## src/rtl/conv_pkg.sv

```systemverilog
// Shared types for the conv layer sequencer and the 5x5 engine: FSM state,
// kernel geometry and the weight-window type that connects them.
package conv_pkg;

    typedef enum logic [2:0] {
        IDLE,
        LOAD_W,
        START,
        STREAM,
        WAIT_DONE,
        NEXT,
        DONE
    } seq_state_t;

    localparam int KWIN  = 5;
    localparam int KTAPS = KWIN * KWIN;

    typedef logic signed [7:0] wt_t;
    typedef wt_t [KWIN-1:0][KWIN-1:0] weight_win_t;

endpackage

```

## src/rtl/conv_weight_loader.sv

```systemverilog
// Walks the 25 weight-ROM addresses of one kernel and captures the returned
// taps (1-cycle ROM latency) into a held bank; done fires on the last capture.
module conv_weight_loader
    import conv_pkg::*;
#(
    parameter int AW = 5
)(
    input  logic              clk,
    input  logic              rst,
    input  logic              active,
    input  logic [AW-1:0]     base,
    output logic [AW-1:0]     rd_addr,
    input  logic signed [7:0] rd_data,
    output weight_win_t       bank,
    output logic              done
);

    localparam int CW = $clog2(KTAPS + 1);

    logic [CW-1:0]    cnt_q, cnt_d;
    weight_win_t      bank_q, bank_d;
    logic [KTAPS-1:0] tap_we;

    // Count value gi+1 means the address for tap gi went out last cycle.
    generate
        for (genvar gi = 0; gi < KTAPS; gi++) begin : g_tap
            assign tap_we[gi] = active && (cnt_q == CW'(gi + 1));
        end
    endgenerate

    always_comb begin
        cnt_d  = active ? cnt_q + CW'(1) : '0;
        bank_d = bank_q;
        for (int r = 0; r < KWIN; r++) begin
            for (int c = 0; c < KWIN; c++) begin
                if (tap_we[r*KWIN + c]) begin
                    bank_d[r][c] = rd_data;
                end
            end
        end
    end

    always_ff @(posedge clk or posedge rst) begin
        if (rst) begin
            cnt_q  <= '0;
            bank_q <= '0;
        end else begin
            cnt_q  <= cnt_d;
            bank_q <= bank_d;
        end
    end

    assign rd_addr = (active && cnt_q < CW'(KTAPS)) ? base + AW'(cnt_q) : '0;
    assign done    = active && (cnt_q == CW'(KTAPS));
    assign bank    = bank_q;

endmodule

```

## src/rtl/conv_layer_sequencer.sv

```systemverilog
// Runs one conv layer: per (oc, ic) pair load weights, start the engine, stream
// one input plane, wait for the engine. Define CONV_SEQ_PERF_EN for layer_cycles.
module conv_layer_sequencer
    import conv_pkg::*;
#(
    parameter int MAPSIZE = 32,
    parameter int IN_CH   = 6,
    parameter int OUT_CH  = 16,
    localparam int NPIX = MAPSIZE * MAPSIZE,
    localparam int WAW  = $clog2(OUT_CH * IN_CH * KTAPS),
    localparam int FAW  = $clog2(IN_CH * NPIX),
    localparam int OCW  = (OUT_CH > 1) ? $clog2(OUT_CH) : 1,
    localparam int ICW  = (IN_CH > 1) ? $clog2(IN_CH) : 1
)(
    input  logic              clk,
    input  logic              rst,
    input  logic              layer_start,
    output logic              layer_busy,
    output logic              layer_done,
    output logic [WAW-1:0]    wt_rd_addr,
    input  logic signed [7:0] wt_rd_data,
    output weight_win_t       weights,
    output logic              fm_rd_en,
    output logic [FAW-1:0]    fm_rd_addr,
    input  logic signed [7:0] fm_rd_data,
    output logic              eng_start,
    output logic              eng_data_valid,
    output logic signed [7:0] eng_pixel,
    input  logic              eng_all_done,
    output logic [OCW-1:0]    oc_idx,
    output logic [ICW-1:0]    ic_idx,
    output logic              first_ic
`ifdef CONV_SEQ_PERF_EN
    ,
    output logic [31:0]       layer_cycles
`endif
);

    localparam int PW = $clog2(NPIX + 1);

    seq_state_t     state_q, state_d;
    logic [OCW-1:0] oc_q, oc_d;
    logic [ICW-1:0] ic_q, ic_d;
    logic [PW-1:0]  pix_q, pix_d;
    logic           busy_q, busy_d;
    logic           done_q, done_d;
    logic           est_q, est_d;
    logic           fm_en_q, fm_en_d;
    logic [FAW-1:0] fm_addr_q, fm_addr_d;
    logic           dv_q, dv_d;
    logic           first_q, first_d;

    logic           ld_active;
    logic           ld_done;
    logic [WAW-1:0] ld_base;

    assign ld_active = (state_q == LOAD_W);
    assign ld_base   = WAW'((int'(oc_q) * IN_CH + int'(ic_q)) * KTAPS);

    conv_weight_loader #(
        .AW(WAW)
    ) u_loader (
        .clk     (clk),
        .rst     (rst),
        .active  (ld_active),
        .base    (ld_base),
        .rd_addr (wt_rd_addr),
        .rd_data (wt_rd_data),
        .bank    (weights),
        .done    (ld_done)
    );

    always_comb begin
        state_d = state_q;
        oc_d    = oc_q;
        ic_d    = ic_q;
        pix_d   = pix_q;
        case (state_q)
            IDLE: begin
                if (layer_start) begin
                    state_d = LOAD_W;
                    oc_d    = '0;
                    ic_d    = '0;
                end
            end
            LOAD_W: begin
                if (ld_done) begin
                    state_d = START;
                end
            end
            START: begin
                state_d = STREAM;
                pix_d   = '0;
            end
            // Stay one extra cycle so the delayed valid burst completes here.
            STREAM: begin
                if (pix_q == PW'(NPIX)) begin
                    state_d = WAIT_DONE;
                end else begin
                    pix_d = pix_q + PW'(1);
                end
            end
            WAIT_DONE: begin
                if (eng_all_done) begin
                    state_d = NEXT;
                end
            end
            NEXT: begin
                if (int'(ic_q) < IN_CH - 1) begin
                    ic_d    = ic_q + ICW'(1);
                    state_d = LOAD_W;
                end else begin
                    ic_d = '0;
                    if (int'(oc_q) < OUT_CH - 1) begin
                        oc_d    = oc_q + OCW'(1);
                        state_d = LOAD_W;
                    end else begin
                        state_d = DONE;
                    end
                end
            end
            DONE: begin
                state_d = IDLE;
            end
            default: begin
                state_d = IDLE;
            end
        endcase

        // Outputs are decoded from the next state so they register in step with it.
        busy_d    = (state_d != IDLE);
        done_d    = (state_d == DONE);
        est_d     = (state_d == START);
        fm_en_d   = (state_d == STREAM) && (pix_d < PW'(NPIX));
        fm_addr_d = fm_en_d ? FAW'(int'(ic_d) * NPIX + int'(pix_d)) : '0;
        dv_d      = fm_en_q;
        first_d   = busy_d && (ic_d == '0);
    end

    always_ff @(posedge clk or posedge rst) begin
        if (rst) begin
            state_q   <= IDLE;
            oc_q      <= '0;
            ic_q      <= '0;
            pix_q     <= '0;
            busy_q    <= 1'b0;
            done_q    <= 1'b0;
            est_q     <= 1'b0;
            fm_en_q   <= 1'b0;
            fm_addr_q <= '0;
            dv_q      <= 1'b0;
            first_q   <= 1'b0;
        end else begin
            state_q   <= state_d;
            oc_q      <= oc_d;
            ic_q      <= ic_d;
            pix_q     <= pix_d;
            busy_q    <= busy_d;
            done_q    <= done_d;
            est_q     <= est_d;
            fm_en_q   <= fm_en_d;
            fm_addr_q <= fm_addr_d;
            dv_q      <= dv_d;
            first_q   <= first_d;
        end
    end

    assign layer_busy     = busy_q;
    assign layer_done     = done_q;
    assign eng_start      = est_q;
    assign fm_rd_en       = fm_en_q;
    assign fm_rd_addr     = fm_addr_q;
    assign eng_data_valid = dv_q;
    assign eng_pixel      = fm_rd_data;
    assign oc_idx         = oc_q;
    assign ic_idx         = ic_q;
    assign first_ic       = first_q;

`ifdef CONV_SEQ_PERF_EN
    logic [31:0] cycles_q, cycles_d;

    always_comb begin
        cycles_d = cycles_q;
        if (state_q == IDLE && layer_start) begin
            cycles_d = '0;
        end else if (busy_q && cycles_q != 32'hFFFF_FFFF) begin
            cycles_d = cycles_q + 32'd1;
        end
    end

    always_ff @(posedge clk or posedge rst) begin
        if (rst) begin
            cycles_q <= '0;
        end else begin
            cycles_q <= cycles_d;
        end
    end

    assign layer_cycles = cycles_q;
`endif

endmodule
```

## config.mk

```make
export PLATFORM = sky130hd
export DESIGN_NAME = conv_layer_sequencer
export DESIGN_NICKNAME = d
export VERILOG_FILES = /design/src/rtl/conv_pkg.sv /design/src/rtl/conv_weight_loader.sv /design/src/rtl/conv_layer_sequencer.sv
export SDC_FILE = /design/constraint.sdc
export NUM_CORES = 1
export LEC_CHECK = 0
export CORE_UTILIZATION = 47
export CTS_BUF_LIST = sky130_fd_sc_hd__clkbuf_4 sky130_fd_sc_hd__clkbuf_8
export DETAILED_ROUTE_END_ITERATION = 8
export PLACE_DENSITY = 0.79
export SYNTH_ARGS = -nofsm -noshare
export SYNTH_HDL_FRONTEND = slang
export SYNTH_SLANG_ARGS = --single-unit
```

## constraint.sdc

```tcl
create_clock -name clk -period 8 [get_ports clk]
set_input_delay 1.6 -clock clk [delete_from_list [all_inputs] [get_ports clk]]
set_output_delay 1.6 -clock clk [all_outputs]
set_load 0.005 [all_outputs]
```

==> results of run 1 <==
worst max-delay path, delay by kind of cell (launching register included):
| family | cells | cell delay [ns] |
|---|---|---|
| fa+ha+maj | 6 | 2.30 |
| compound gates | 3 | 0.68 |
| simple gates | 3 | 0.59 |
| buf+inv | 1 | 0.52 |
| xor+xnor | 2 | 0.50 |
| flops | 1 | 0.45 |
where the power goes:
part	internal (W)	total [W]	switching [W]
clock network	0.000682	0.00117	0.000491
logic	0.000167	0.000307	0.000140
registers	0.00129	0.00132	0.0000277
total	0.00214	0.00280	0.000659
synth_stat cells (3+ instances only):
master	count
dfrtp_1	245
mux2_2	192
ha_1	51
nor2_1	40
nand2_1	39
inv_1	25
clkbuf_1	24
o21ai_0	19
nand3_1	15
xor2_1	14
nor2b_1	13
xnor2_1	12
a21oi_1	11
and3_1	11
buf_4	10
mux2_4	8
fa_1	7
nor2_8	6
nor3_1	5
nor4_1	5
o21a_1	5
mux2i_1	4
nand2_2	4
nand2b_1	4
nand3_2	4
and2_1	3
and4_1	3
nand4_1	3
o31ai_1	3
final cells by class:
class,instances,area (um2),area share
Clock buffer,66,821,0.0557
Clock inverter,7,62.6,0.00424
Inverter,25,97.6,0.00662
Multi-Input combinational cell,513,4690,0.318
Sequential cell,245,6130,0.416
Tap cell,319,399,0.0271
Timing Repair Buffer,255,2550,0.173
worst paths after layout:
| kind | startpoint | endpoint | slack, ns | cells past startpoint |
|---|---|---|---|---|
| max in group asynchronous | rst | u_loader.bank[129] | 5.06 | 3 |
| worst max-delay path | oc_idx[0] | wt_rd_addr[10] | 0.82 | 15 |
| worst max register to register | state_q[0] | first_ic | 5.06 | 6 |
| worst min-delay path | fm_rd_en | eng_data_valid | 0.38 | 0 |
| worst min register to register | fm_rd_en | eng_data_valid | 0.38 | 0 |
| min in group asynchronous | rst | fm_rd_addr[11] | 1.59 | 2 |
routing by layer:
layer | GRT usage | part of all wire
met1 | 0.298 | 0.41
met2 | 0.387 | 0.49
met3 | 0.0689 | 0.073
met4 | 0.0705 | 0.023
met5 | 0 | 0
flip-flops by register name, indices dropped and copies added, names as in the netlist, 3 cells and up:
signal,flops
u_loader.bank,200
fm_rd_addr,13
pix_q,11
u_loader.cnt_q,5
oc_idx,4
ic_idx,3
state_q,3
cell families after synthesis:
family / Yosys count / share of synthesized area
compound gates: 54 / 0.0301
xor+xnor: 26 / 0.0204
fa+ha+maj: 58 / 0.0698
buf+inv: 66 / 0.0301
flops: 245 / 0.550
mux: 205 / 0.210
simple gates: 170 / 0.0897
cells in the final DEF, fill, tap and decap left out, types with 15 or more instances in the layout:
cell type / instances
ha_1: 51
clkdlybuf4s50_1: 249
nand3_1: 15
clkbuf_8: 52
nor2_1: 40
nand2_1: 39
mux2_2: 192
dfrtp_1: 245
o21ai_0: 19
inv_1: 24
metrics by stage:
step | instances | util
floorplan | 824 | -
global placement | 1357 | 0.592
detailed placement | 1357 | 0.592
CTS | 1430 | 0.630
global route | 1430 | 0.630
finish | 1430 | 0.630
==> reports/metrics.csv, run 1 <==
stage;metric;value;unit
routing;drtPass1Iterations;4;
logic_synthesis;synth_warnings;0;
outcome;run_status;completed;
clock_tree;clock_latency;0.53;ns
cells_and_area;nFillCells;1802;
clock_tree;tritoncts;built;
worst_setup_path;cp_max_fo;5;
run;cap_violations;0;
sta;worst_pin_slew;1.18;ns
placed_design;place_area;13900;um2
routing;vias;7475;
clock_tree;clock_path_buffers;3;
floorplan;io_pins;266;
floorplan;die-area;24400;um2
routing;routed_wl;28.0;mm
routing;drc;0;
sta;slew_headroom;0.213;
placed_design;post-place-ws;1.42;ns
logic_synthesis;syn_nets;902;
routing;drt-wirelength-per-cell;19.6;um
sta;max_freq;139;MHz
logic_synthesis;synthArstFlopShare;1.00;
floorplan;die_x;156;um
cells_and_area;antenna_cells;0;
grt;track_usage;0.235;
placed_design;routabilityCongestion;0.893;
worst_setup_path;max_stage_delay;0.56;ns
logic_synthesis;yosys_most_used_dff;dfrtp_1;
cells_and_area;design_area;14700;um2
floorplan;core;23400;um2
logic_synthesis;synth_area_leader_cell;dfrtp_1;
cells_and_area;layout-drive-gt1-share;0.273;
grt;grt-ovfl-total;0;
logic_synthesis;ys_seq_area_frac;0.550;
sta;finalCritPeriodShare;0.898;
sta;setup_tns;0;ns
routing;drt_iter0_drc;257;
grt;antenna_found_initial;0;
clock_tree;cts_buffers;42;
sta;clock_skew;0.0152;ns
routing;via_per_inst;5.23;
pwr;cellPowerDensity;190;nW/um2
worst_setup_path;critPathLaunchType;flop;
cells_and_area;syn_to_final_growth;32.2;%
hold_path;hold_path.class;flop to flop;
pwr;cellLeakagePower;6.44;nW
sta;drv_slew;0;
floorplan;dieHeight;156;um
sta;finalHoldViolCount;0;
logic_synthesis;netlist.area_leader.share;0.550;
sta;setup_viol;0;
logic_synthesis;ys_ff_latch;245;
placed_design;port_buffers;249;
worst_setup_path;cp_cell_sequence;ha_1 > fa_1 > nor2b_1 > xor2_1 > ha_1 > ha_1 > fa_1 > ha_1 > nor2b_1 > o21ai_0 > a21boi_0 > o22ai_1 > xor2_1 > nor2_1 > clkdlybuf4s50_1;
floorplan;floorplan.initialDensity;0.477;
logic_synthesis;syn_area_per_cell;13.5;um2
logic_synthesis;synth_area;11200;um2
clock_tree;ctsHoldBuffers;0;
pwr;total_power;0.00280;W
clock_tree;cts_setup_buffers;0;
sta;fin_crit;7.18;ns
grt;grt_max_degree;144;
sta;timing.final.ws_setup;0.817;ns
logic_synthesis;yosysUniqueCellTypes;57;
cells_and_area;layout.nets;1160;
clock_tree;ctsResizeCount;0;
clock_tree;clockRootBuffer;clkbuf_8;
worst_setup_path;crit_top_cell;ha_1;
worst_setup_path;crit_arrival;5.58;ns
floorplan;fp-row-count;56;
grt;grt_pass1_vias;7839;
grt;grt_pass1_wl;43.8;mm
clock_tree;cts_sinks;245;
logic_synthesis;synthCells;824;
logic_synthesis;synth_edf_count;0;
routing;ant_nets;0;
placed_design;hpwl;19.0;mm
worst_setup_path;required;6.40;ns
pwr;peakVddDrop;0.000141;V
worst_setup_path;crit_type;flop to primary output;
clock_tree;h-tree-depth;2;
worst_setup_path;critPathSlowestCell;fa_1;
sta;rsz0062_at_grt;no;
logic_synthesis;synth.area.top_cells;dfrtp_1 (55%), mux2_2 (19%), ha_1 (5.7%);
sta;worst_hold_slack;0.377;ns
clock_tree;clk_pin_slew_worst_paths;0.07;ns
worst_setup_path;end_kind;primary output;
Note: power is estimated with default switching activity, not from simulation.
==> inputs of run 2 (changes only) <==
==> constraint.sdc (replaced) <==
create_clock -name clk -period 8 [get_ports clk]
set_input_delay 1.2 -clock clk [delete_from_list [all_inputs] [get_ports clk]]
set_output_delay 1.2 -clock clk [all_outputs]
set_load 0.005 [all_outputs]
==> run 2 against run 1 <==
Against the previous run:
- sequential power barely moved
- clock power increased by 5%
- cell area increased by 0.32%
- critical path type unchanged
- sequential share of layout area decreased by 0.13 points
- clock skew increased by 0.0029 ns
- utilization increased by 0.20 points
- via count fell by 0.36%
- die area is the same
- total power grew 1.9%
- critical path depth stayed put
- global-route usage is 0.62 points lower
- register-to-register slack about the same
==> reports/metrics.csv, run 2 (synthesis results as in run 1) <==
stage;metric;value;unit
clock_tree;ctsResizeCount;0;
clock_tree;cts_sinks;245;
clock_tree;clk_pin_slew_worst_paths;0.06;ns
sta;setup_viol;0;
sta;fin_crit;6.78;ns
routing;drtPass1Iterations;4;
cells_and_area;layout_commonest_cell;clkdlybuf4s50_1;
worst_setup_path;crit_arrival;5.58;ns
clock_tree;ctsHoldBuffers;0;
worst_setup_path;cp_max_fo;5;
cells_and_area;largest_reg_flops;200;
worst_setup_path;crit_family;adder cells;
sta;finalHoldViolCount;0;
clock_tree;cts_buffers;42;
grt;grt_pass1_vias;7631;
routing;ant_nets;0;
pwr;peakVddDrop;0.000144;V
sta;clock_skew;0.0182;ns
worst_setup_path;max_stage_delay;0.57;ns
worst_setup_path;cp_cell_sequence;ha_1 > fa_1 > nor2b_1 > xor2_1 > ha_1 > ha_1 > fa_1 > ha_1 > nor2b_1 > o21ai_0 > a21boi_0 > o21a_1 > nor3_1 > nor3_1 > clkdlybuf4s50_1;
hold_path;hold_path.class;flop to flop;
placed_design;post-place-ws;1.84;ns
sta;finalCritPeriodShare;0.847;
hold_path;hold_start;fm_rd_en;
grt;antenna_found_initial;0;
cells_and_area;design_area;14800;um2
worst_setup_path;end_kind;primary output;
cells_and_area;antenna_cells;0;
placed_design;dp_cells;1356;
pwr;cellLeakagePower;6.46;nW
worst_setup_path;cp.buffers_inverters;1;
outcome;run_status;completed;
sta;worst_pin_slew;1.19;ns
floorplan;floorplan.initialDensity;0.477;
routing;drt-wirelength-per-cell;19.1;um
sta;drv_slew;0;
floorplan;dieHeight;156;um
cells_and_area;layout-drive-gt1-share;0.275;
worst_setup_path;worst-r2r-setup-slack;5.07;ns
routing;vias;7448;
placed_design;routabilityCongestion;0.885;
sta;max_freq;148;MHz
cells_and_area;syn_to_final_growth;32.7;%
sta;rsz0062_at_grt;no;
clock_tree;cts_setup_buffers;0;
clock_tree;tritoncts;built;
floorplan;io_pins;266;
clock_tree;h-tree-depth;2;
worst_setup_path;r2r_end;first_ic;
grt;track_usage;0.228;
floorplan;fp-row-count;56;
routing;drt_iter0_drc;281;
floorplan;die-area;24400;um2
clock_tree;clock_latency;0.54;ns
grt;grt_max_degree;127;
placed_design;place_area;13900;um2
sta;setup_tns;0;ns
worst_setup_path;required;6.80;ns
grt;grt_pass1_wl;42.6;mm
cells_and_area;fin_cells;1432;
worst_setup_path;critPathSlowestCell;fa_1;
sta;timing.final.ws_setup;1.22;ns
hold_path;holdPathEnd;eng_data_valid;
routing;via_per_inst;5.20;
floorplan;core;23400;um2
worst_setup_path;rr_startpoint;state_q[0];
floorplan;die_x;156;um
sta;slew_headroom;0.202;
worst_setup_path;crit_type;flop to primary output;
cells_and_area;final_cell_mix;clkdlybuf4s50_1 (249), dfrtp_1 (245), mux2_2 (192);
placed_design;hpwl;18.3;mm
pwr;cellPowerDensity;193;nW/um2
worst_setup_path;critPathLaunchType;flop;
placed_design;port_buffers;249;
clock_tree;clockRootBuffer;clkbuf_8;
worst_setup_path;crit_top_cell;ha_1;
run;cap_violations;0;
hold_path;min_path_cells;0;
grt;grt-ovfl-total;0;
routing;routed_wl;27.4;mm
worst_setup_path;r2r_cells;6;
cells_and_area;layout.nets;1159;
routing;drc;0;
clock_tree;clock_path_buffers;3;
==> run 2: cell count changes in the layout (fill, tap and decap cells not counted), sizes merged <==
cell / delta
clkinv: -2
inv: +3
bufinv: +1
clkbuf: +1
buf: -1
==> run 2: power breakdown <==
| group | internal, W | switching [W] |
|---|---|---|
| clock network | 0.000720 | 0.000507 |
| registers | 0.00129 | 0.0000280 |
| logic | 0.000167 | 0.000139 |
| total | 0.00218 | 0.000673 |
==> run 2: through the flow <==
| stage | hold WS [ns] | total power [W] | utilization |
|---|---|---|---|
| 4_1_cts | 0.389 | 0.00288 | 0.632 |
| 2_1_floorplan | 0.376 | 0.00148 | - |
| 5_1_grt | 0.405 | 0.00296 | 0.632 |
| 6_report | 0.381 | 0.00285 | 0.632 |
| 3_3_place_gp | 0.363 | 0.00164 | 0.592 |
| 3_5_place_dp | 0.376 | 0.00165 | 0.592 |
==> run 2: metal layers <==
layer / share of wire / track usage / vias up
met2: 0.48 / 0.366 / 224
met3: 0.066 / 0.0661 / 47
met4: 0.024 / 0.0780 / 0
met5: 0 / 0 / -
met1: 0.43 / 0.296 / 3788
li1: - / - / 3389
==> run 2: final cells by class <==
cell class                 instances  area, um2
fill                            1858       8610
sequential                       245       6130
multi-input combinational        513       4690
timing repair buffer             254       2540
clock buffer                      67        822
tap                              319        399
clock inverter                     9        108
inverter                          25        101
==> run 2: worst reg2reg max path, cell delays in order (launching register included) <==
cell and delay [ns]:
dfrtp_1 0.53, or3b_1 0.57, nor3b_4 0.39, nor2b_1 0.86, nor2_1 0.17, nand4_1 0.20, o21a_1 0.14
==> run 2: how the worst max path moves through the flow <==
| stage | startpoint | to | slack, ns | cells after the start |
|---|---|---|---|---|
| final | oc_idx[0] | wt_rd_addr[8] | 1.22 | 15 |
| after global routing | oc_idx[0] | wt_rd_addr[8] | 0.91 | 15 |
| after CTS | oc_idx[0] | wt_rd_addr[8] | 1.26 | 15 |
| after detailed placement | oc_idx[0] | wt_rd_addr[8] | 1.84 | 15 |
| after global placement | oc_idx[0] | wt_rd_addr[8] | 1.99 | 15 |
| after floorplan | rst | eng_data_valid | 0.07 | 1 |
==> inputs of run 3 (changes only) <==
clock period = 5.5 ns   (was 8 ns; I/O delays follow)
==> run 3 against run 2 <==
Against the previous run:
- count of clock-buffer cells in the layout up 1
- setup slack worse by 1.1 ns
- largest cell class unchanged
- critical path depth is 2 higher
- sequential share of layout area down 1.2 points
- combinational power is 68% higher
- clock skew rose by 0.0067 ns
- total power rose by 47%
- hold slack worse by 0.0066 ns
==> reports/metrics.csv, run 3 (synthesis results as in run 1) <==
stage;metric;value;unit
pwr;cellPowerDensity;274;nW/um2
sta;slew_headroom;0.193;
grt;grt-ovfl-total;0;
clock_tree;cts_buffers;41;
pwr;cellLeakagePower;6.67;nW
worst_setup_path;r2r_end;first_ic;
hold_path;holdPathEnd;eng_data_valid;
clock_tree;clock_path_buffers;3;
sta;setup_viol;0;
floorplan;io_pins;266;
worst_setup_path;crit_type;flop to primary output;
clock_tree;ctsHoldBuffers;0;
pwr;peakVddDrop;0.000218;V
grt;grt_max_degree;127;
grt;grt_pass1_wl;44.3;mm
routing;top_layer;met4;
placed_design;port_buffers;249;
worst_setup_path;r2r_cells;6;
worst_setup_path;cp_max_fo;4;
cells_and_area;syn_to_final_growth;36.8;%
cells_and_area;layout-drive-gt1-share;0.321;
cells_and_area;ff_latch_area;6130;um2
cells_and_area;antenna_cells;0;
cells_and_area;largest_reg_flops;200;
sta;fin_crit;5.37;ns
floorplan;core;23400;um2
clock_tree;tritoncts;built;
outcome;run_status;completed;
floorplan;die-area;24400;um2
floorplan;die_x;156;um
hold_path;hold_start;fm_rd_en;
routing;drc;0;
worst_setup_path;rr_startpoint;state_q[0];
routing;drt_iter0_drc;276;
placed_design;hpwl;18.7;mm
placed_design;post-place-ws;-0.0232;ns
grt;track_usage;0.237;
sta;clock_skew;0.0249;ns
routing;wl_met3;2.14;mm
worst_setup_path;crit_arrival;4.55;ns
routing;drtPass1Iterations;6;
sta;worst_pin_slew;1.21;ns
routing;m1WireLength;11.7;mm
cells_and_area;layout.nets;1180;
routing;routed_wl;28.5;mm
routing;ant_nets;0;
worst_setup_path;required;4.68;ns
worst_setup_path;critPathLaunchType;flop;
hold_path;hold_path.class;flop to flop;
routing;via_per_inst;5.25;
cells_and_area;multi_input_area;4970;um2
placed_design;routabilityCongestion;0.831;
cells_and_area;nFillCells;1780;
cells_and_area;final_core_util;0.652;
sta;rsz0062_at_grt;yes;
clock_tree;clk_pin_slew_worst_paths;0.06;ns
sta;finalHoldViolCount;0;
clock_tree;clockRootBuffer;clkbuf_8;
routing;vias;7615;
cells_and_area;layout_commonest_cell;clkdlybuf4s50_1;
floorplan;floorplan.initialDensity;0.477;
sta;finalCritPeriodShare;0.977;
hold_path;min_path_cells;0;
clock_tree;clock_latency;0.53;ns
routing;routed-wl-met2;14.0;mm
run;cap_violations;0;
worst_setup_path;worst-r2r-setup-slack;2.56;ns
routing;drt-wirelength-per-cell;19.6;um
worst_setup_path;end_kind;primary output;
grt;grt_pass1_vias;7916;
floorplan;dieHeight;156;um
cells_and_area;final_cell_mix;clkdlybuf4s50_1 (243), dfrtp_1 (242), mux2_2 (192);
clock_tree;h-tree-depth;2;
sta;max_freq;186;MHz
grt;antenna_found_initial;0;
sta;drv_slew;0;
sta;timing.final.ws_setup;0.127;ns
clock_tree;cts_sinks;245;
floorplan;fp-row-count;56;
run 3: cell types whose count changed in the layout (fill, tap and decap cells not counted), moves of 4 or more:
cell | previous run | this run
buf_4 | 4 | 23
ha_1 | 51 | 37
ha_4 | 0 | 11
clkbuf_8 | 51 | 58
clkbuf_4 | 16 | 10
clkdlybuf4s50_1 | 249 | 243
dlymetal6s2s_1 | 0 | 4
xor2_1 | 14 | 10
run 3: through the flow:
stage | hold WS, ns | total power [W] | instances | TNS [ns] | area (um2)
final | 0.375 | 0.00419 | 1451 | 0 | 15300
after global routing | 0.398 | 0.00436 | 1451 | -0.319 | 15300
after CTS | 0.380 | 0.00421 | 1446 | -0.221 | 15100
after detailed placement | 0.369 | 0.00240 | 1364 | -0.0232 | 13900
after global placement | 0.362 | 0.00239 | 1364 | 0 | 13900
after floorplan | 0.376 | 0.00216 | 824 | 0 | 11200
run 3: cell type report:
| cell class | instances | share of cell area |
|---|---|---|
| Clock buffer | 68 | 0.0572 |
| Clock inverter | 5 | 0.00344 |
| Inverter | 25 | 0.00640 |
| Multi-Input combinational cell | 513 | 0.326 |
| Sequential cell | 245 | 0.402 |
| Tap cell | 319 | 0.0262 |
| Timing Repair Buffer | 276 | 0.179 |
run 3: where the power goes:
part | switching [W] | leakage (nW) | internal, W
Combinational | 0.000227 | 3.31 | 0.000286
Clock | 0.000709 | 0.489 | 0.00105
Sequential | 0.0000397 | 2.87 | 0.00188
Total | 0.000976 | 6.67 | 0.00321
run 3: how the worst max path moves through the flow:
stage | start | endpoint | slack [ns] | depth (start not counted)
after floorplan | oc_idx[0] | wt_rd_addr[8] | 0.58 | 14
after global placement | oc_idx[0] | wt_rd_addr[8] | 0.14 | 16
after detailed placement | oc_idx[2] | wt_rd_addr[10] | -0.02 | 16
after CTS | oc_idx[0] | wt_rd_addr[9] | -0.12 | 17
after global routing | oc_idx[1] | wt_rd_addr[9] | -0.1 | 18
final | oc_idx[0] | wt_rd_addr[8] | 0.13 | 17
run 3: critical path, stage by stage, from the launching register on:
cell and delay, ns:
dfrtp_1 0.38, ha_2 0.20, fa_2 0.41, xnor2_4 0.21
buf_6 0.13, xor2_2 0.17, ha_1 0.29, ha_4 0.25
fa_1 0.56, ha_4 0.22, nor2b_2 0.16, o21ai_2 0.18
a21boi_2 0.10, buf_4 0.14, o21a_1 0.17, o21a_1 0.16
nor3_1 0.13, clkbuf_2 0.14
run 3: what timing repair did:
item                       in CTS  in global routing
resized for setup              34                 23
setup endpoints to repair       6                  6
setup buffers                   9                  5
pin swaps                      13                 11
run 3: metal layers:
layer  global-route usage  vias up
li1                     -     3440
met1                0.299     3871
met2                0.385      252
met3               0.0728       52
met4               0.0826        0
met5                    0        -
